## src/rtl/pot_scan_ctrl.sv

```systemverilog
// POKEY pot scan sequencer: dumps the pot capacitors on POTGO, counts scan lines, latches each
// pot's count and keeps ALLPOT. Optional feature macro: FAST_SCAN_EN (per-o2 count, no dump).
module pot_scan_ctrl #(
  parameter int unsigned NUM_POTS    = 8,
  parameter int unsigned MAX_COUNT   = 228,
  parameter int unsigned DUMP_CYCLES = 4
) (
  input  logic                o2,
  input  logic                rst,
  input  logic                line_strobe,
  input  logic                potgo_wr,
  input  logic                fast_scan,
  input  logic [NUM_POTS-1:0] pot_in,
  input  logic [3:0]          rd_addr,
  output logic [7:0]          data_out,
  output logic [NUM_POTS-1:0] pot_dump,
  output logic                scan_busy,
  output logic                scan_done
);

  typedef enum logic [1:0] {
    StIdle = 2'd0,
    StDump = 2'd1,
    StScan = 2'd2,
    StDone = 2'd3
  } state_e;

  localparam int unsigned     DumpW    = (DUMP_CYCLES > 1) ? $clog2(DUMP_CYCLES) : 1;
  localparam logic [DumpW-1:0] DumpLast = DumpW'(DUMP_CYCLES - 1);
  localparam logic [7:0]      MaxCnt   = 8'(MAX_COUNT);
  localparam logic [7:0]      MaxCntM1 = 8'(MAX_COUNT - 1);

  state_e                     state_q, state_d;
  logic [DumpW-1:0]           dump_cnt_q, dump_cnt_d;
  logic [7:0]                 count_q, count_d;
  logic [NUM_POTS-1:0][7:0]   pot_q, pot_d;
  logic [NUM_POTS-1:0]        allpot_q, allpot_d;
  logic                       scan_done_q, scan_done_d;
  logic                       count_en;
  logic                       go_scan;

`ifdef FAST_SCAN_EN
  logic fast_q, fast_d;
  // fast mode is frozen at POTGO; a fast scan relies on external dump and skips DUMP
  assign count_en = line_strobe | fast_q;
  assign go_scan  = fast_scan;
`else
  logic unused_fast_scan;
  assign unused_fast_scan = fast_scan;
  assign count_en         = line_strobe;
  assign go_scan          = 1'b0;
`endif

  always_ff @(posedge o2 or posedge rst) begin
    if (rst) begin
      state_q     <= StDone;
      dump_cnt_q  <= '0;
      count_q     <= '0;
      pot_q       <= '0;
      allpot_q    <= '0;
      scan_done_q <= 1'b0;
`ifdef FAST_SCAN_EN
      fast_q      <= 1'b0;
`endif
    end else begin
      state_q     <= state_d;
      dump_cnt_q  <= dump_cnt_d;
      count_q     <= count_d;
      pot_q       <= pot_d;
      allpot_q    <= allpot_d;
      scan_done_q <= scan_done_d;
`ifdef FAST_SCAN_EN
      fast_q      <= fast_d;
`endif
    end
  end

  always_comb begin
    state_d     = state_q;
    dump_cnt_d  = dump_cnt_q;
    count_d     = count_q;
    pot_d       = pot_q;
    allpot_d    = allpot_q;
    scan_done_d = 1'b0;
`ifdef FAST_SCAN_EN
    fast_d      = fast_q;
`endif
    if (potgo_wr) begin
      state_d    = go_scan ? StScan : StDump;
      dump_cnt_d = '0;
      count_d    = '0;
      pot_d      = '0;
      allpot_d   = '1;
`ifdef FAST_SCAN_EN
      fast_d     = fast_scan;
`endif
    end else begin
      case (state_q)
        StDump: begin
          if (dump_cnt_q == DumpLast) begin
            state_d = StScan;
            count_d = '0;
          end else begin
            dump_cnt_d = DumpW'(dump_cnt_q + 1'b1);
          end
        end
        StScan: begin
          // latches take the pre-increment count, even on the terminal cycle
          for (int i = 0; i < NUM_POTS; i++) begin
            if (allpot_q[i] && pot_in[i]) begin
              pot_d[i]    = count_q;
              allpot_d[i] = 1'b0;
            end
          end
          if (count_en) begin
            if (count_q >= MaxCntM1) begin
              count_d     = MaxCnt;
              state_d     = StDone;
              scan_done_d = 1'b1;
              for (int i = 0; i < NUM_POTS; i++) begin
                if (allpot_q[i] && !pot_in[i]) begin
                  pot_d[i] = MaxCnt;
                end
              end
              allpot_d = '0;
            end else begin
              count_d = 8'(count_q + 8'd1);
            end
          end
        end
        StDone: ;
        default: state_d = StDone;
      endcase
    end
  end

  always_comb begin
    logic [7:0] allpot_ext;
    allpot_ext                 = '0;
    allpot_ext[NUM_POTS-1:0]   = allpot_q;
    data_out                   = '0;
    if (rd_addr == 4'd8) begin
      data_out = allpot_ext;
    end else begin
      for (int i = 0; i < NUM_POTS; i++) begin
        if (rd_addr == 4'(i)) begin
          data_out = pot_q[i];
        end
      end
    end
  end

  assign scan_busy = (state_q == StDump) || (state_q == StScan);
  assign pot_dump  = (state_q == StScan) ? '0 : '1;
  assign scan_done = scan_done_q;

endmodule

```

## config.mk

```make
export PLATFORM = sky130hd
export DESIGN_NAME = pot_scan_ctrl
export DESIGN_NICKNAME = d
export VERILOG_FILES = /design/src/rtl/pot_scan_ctrl.sv
export SDC_FILE = /design/constraint.sdc
export NUM_CORES = 1
export LEC_CHECK = 0
export CORE_ASPECT_RATIO = 1.25
export CORE_MARGIN = 10
export CORE_UTILIZATION = 25
export DETAILED_ROUTE_END_ITERATION = 10
export PLACE_DENSITY = 0.42
export SYNTH_ARGS = -nofsm -noshare
export SYNTH_HDL_FRONTEND = slang
export SYNTH_SLANG_ARGS = --single-unit
```

## constraint.sdc

```tcl
create_clock -name o2 -period 8.6 [get_ports o2]
set_input_delay 1.72 -clock o2 [delete_from_list [all_inputs] [get_ports o2]]
set_output_delay 1.72 -clock o2 [all_outputs]
set_load 0.05 [all_outputs]
```

==> run metrics <==
status completed; Die Wd 142 um; Cells after Synth 496; clock buffer depth 2; initial antenna violation count 0; Post-Layout Inst Area 0.00539 mm^2; gr ovfl total 0; DR WL/cell a little under 20 um; HP Class flip-flop to flip-flop; I/O pin count 35; RSZ-0062 raised after global routing no; Die Height around 170 um; Leakage 0.00249 uW; Final Cycle Share about three quarters; fmax around 150 MHz; initial core utilization 25.5%; number of global-route vias before repair 4011; synth unique cells 44; Post-Place Cell Area 0.00508 mm^2; post-route ant nets 0; DIE AREA around 0.025 mm^2; pwr dens roughly 180 mW/mm^2; flops & latches, synth 85; Critical Path RT around 6.9 ns; Final setup viols 0; core footprint 0.0182 mm^2; share of cells above drive strength 1 roughly a tenth; fillers between 1500 and 2000; later-pin clock latency in the skew report about 0.35 ns; critical path launch point type input port; slew margin rel. a little under a third; DRT Pass-1 Iters 5; Ys Warns 0; CTS clock-pin slew for the worst setup and hold paths around 0.07 ns; Sink Count 85; Slew Limit Fails 0; dpl hpwl 9800 um; htree depth 3; final clock skew between 0.007 and 0.008 ns; cts hold-fix bufs 0; GRT Util Overall 11.8%; Std-Cell Rows between 50 and 60; syn_area_per_cell 9.38 um^2; fin crit period approximately 6.6 ns; via/cell ratio ~5.4; Slew @ Worst Pin 1.04 ns; max-cap violations 0; ant diodes 0; post-synthesis async set-or-reset flop share between 90% and 100%; area leader, netlist dfrtp_1; initial DRC count between 200 and 300; Synth Cell Area 0.00465 mm^2; Final Hold Viols 0; IO Port Bufs 33; Synth top area share between 40% and 50%; CTS resizes 0; Num CTS Buffers 9; WS Path Type input port to output port; synth top area cells dfrtp_1 45%, mux2i_1 7.3%, nand4_1 5.6%; post-CTS setup buffers 0; Vias between 3000 and 4000; sequential element share of the synthesized area a little under half; gpl congestion around 0.8; CTS tree built; CP dominant cell by count clkdlybuf4s50_1; CP max FO 15; Area Overhead vs Synth 15.9%; Top FF cell, synth dfrtp_1; Post-Route WL roughly 14000 um; post-route setup TNS 0 ns; CP endpoint kind output port; Final Core Density 29.6%; Post-synth EDFFs 0; CP Cell Sequence clkdlybuf4s50_1 > or2_1 > nor3b_2 > a222oi_1 > o21ai_0 > clkdlybuf4s50_1; nets 517; Root Buffer clkbuf_16; slowest CP cell clkdlybuf4s50_1; Worst EP arrival just under 5 ns; largest net degree at the start of global routing 79; syn nets 518; crit-path max cell delay 0.86 ns; first-pass GRT wire length between 20000 and 25000 um; Max VDD drop around 0.099 mV; Remaining DRCs 0
cells by family after synthesis:
group           count (synthesis)  share of synthesized area (%)
simple gates                  196                           21.1
flops                          85                           45.8
mux                            43                           9.73
buf+inv                        67                           6.45
xor+xnor                        1                          0.188
compound gates                 99                           15.4
fa+ha+maj                       5                           1.34
critical path, delay by kind of cell:
kind | cells | cell delay (ns)
compound gates | 2 | 0.29
buf+inv | 2 | 1.60
simple gates | 2 | 1.20
registers in the layout, summed over array words and instances (netlist names):
register    flops
pot_q          64
allpot_q        8
count_q         8
dump_cnt_q      2
state_q         2
scan_done       1
cells in the mapped netlist (2+ instances only):
| library cell | instances |
|---|---|
| dfrtp_1 | 83 |
| nand2_1 | 46 |
| nand3_1 | 43 |
| nand4_1 | 42 |
| nor2_1 | 42 |
| mux2i_1 | 34 |
| clkbuf_1 | 31 |
| o21ai_0 | 21 |
| inv_1 | 15 |
| buf_2 | 12 |
| a21o_1 | 9 |
| a31oi_1 | 9 |
| a221o_1 | 8 |
| a31o_2 | 8 |
| mux2_2 | 8 |
| a222oi_1 | 7 |
| buf_4 | 7 |
| o21a_1 | 7 |
| o221ai_1 | 7 |
| o22ai_1 | 7 |
| a22o_1 | 6 |
| ha_1 | 5 |
| nor2b_1 | 4 |
| o21ai_1 | 4 |
| a21oi_1 | 3 |
| and3_1 | 3 |
| nand2b_1 | 3 |
| nor3_1 | 3 |
| dfstp_2 | 2 |
| nor3_2 | 2 |
| or2_2 | 2 |
cells in the final DEF (no fill, tap or decap), types with 14 or more instances in the layout:
cell type / count
inv_1: 14
nand4_1: 42
mux2i_1: 34
dfrtp_1: 83
nand3_1: 43
nor2_1: 42
o21ai_0: 21
nand2_1: 46
clkdlybuf4s50_1: 33
worst paths after layout:
path | startpoint | endpoint | slack, ns | cells after the start
min in group asynchronous | rst | scan_done$_DFF_PP0_ | 1.58 | 2
max | rd_addr[1] | data_out[6] | 2.04 | 6
max in group asynchronous | rst | pot_q[40]$_DFFE_PP0P_ | 5.76 | 3
min | pot_q[2]$_DFFE_PP0P_ | pot_q[2]$_DFFE_PP0P_ | 0.49 | 2
max reg2reg | state_q[1]$_DFFE_PP1P_ | count_q[0]$_DFFE_PP0P_ | 6.23 | 7
min reg2reg | pot_q[2]$_DFFE_PP0P_ | pot_q[2]$_DFFE_PP0P_ | 0.49 | 2
routing by layer:
metal	GRT usage [%]	vias up	routed length [um]
li1	-	1810	-
met1	14.7	1994	6400
met2	19.3	94	7160
met3	2.08	21	573
met4	4.86	0	285
met5	0	-	0
area by class of cell:
class | count | area (um^2) | area share (%)
inverter | 16 | 61.3 | 1.14
tap | 228 | 285 | 5.29
clock inverter | 5 | 75.1 | 1.39
clock buffer | 10 | 239 | 4.43
timing repair buffer | 39 | 375 | 6.96
sequential | 85 | 2130 | 39.5
multi-input combinational | 344 | 2230 | 41.3
power breakdown:
group / internal [uW] / switching [uW] / total (uW)
logic: 50.8 / 95.1 / 146
registers: 408 / 7.26 / 415
clock network: 259 / 166 / 425
total: 718 / 268 / 986
through the flow:
| step | std cells | hold slack, ns | worst slack, ns | power (uW) |
|---|---|---|---|---|
| 2_1_floorplan | 496 | 0.445 | 3.34 | 526 |
| 3_3_place_gp | 712 | 0.464 | 2.04 | 569 |
| 3_5_place_dp | 712 | 0.481 | 2.02 | 569 |
| 4_1_cts | 727 | 0.495 | 2.01 | 1000 |
| 5_1_grt | 727 | 0.524 | 1.82 | 1030 |
| 6_report | 727 | 0.494 | 2.04 | 986 |
(Power assumes the default switching activity.)
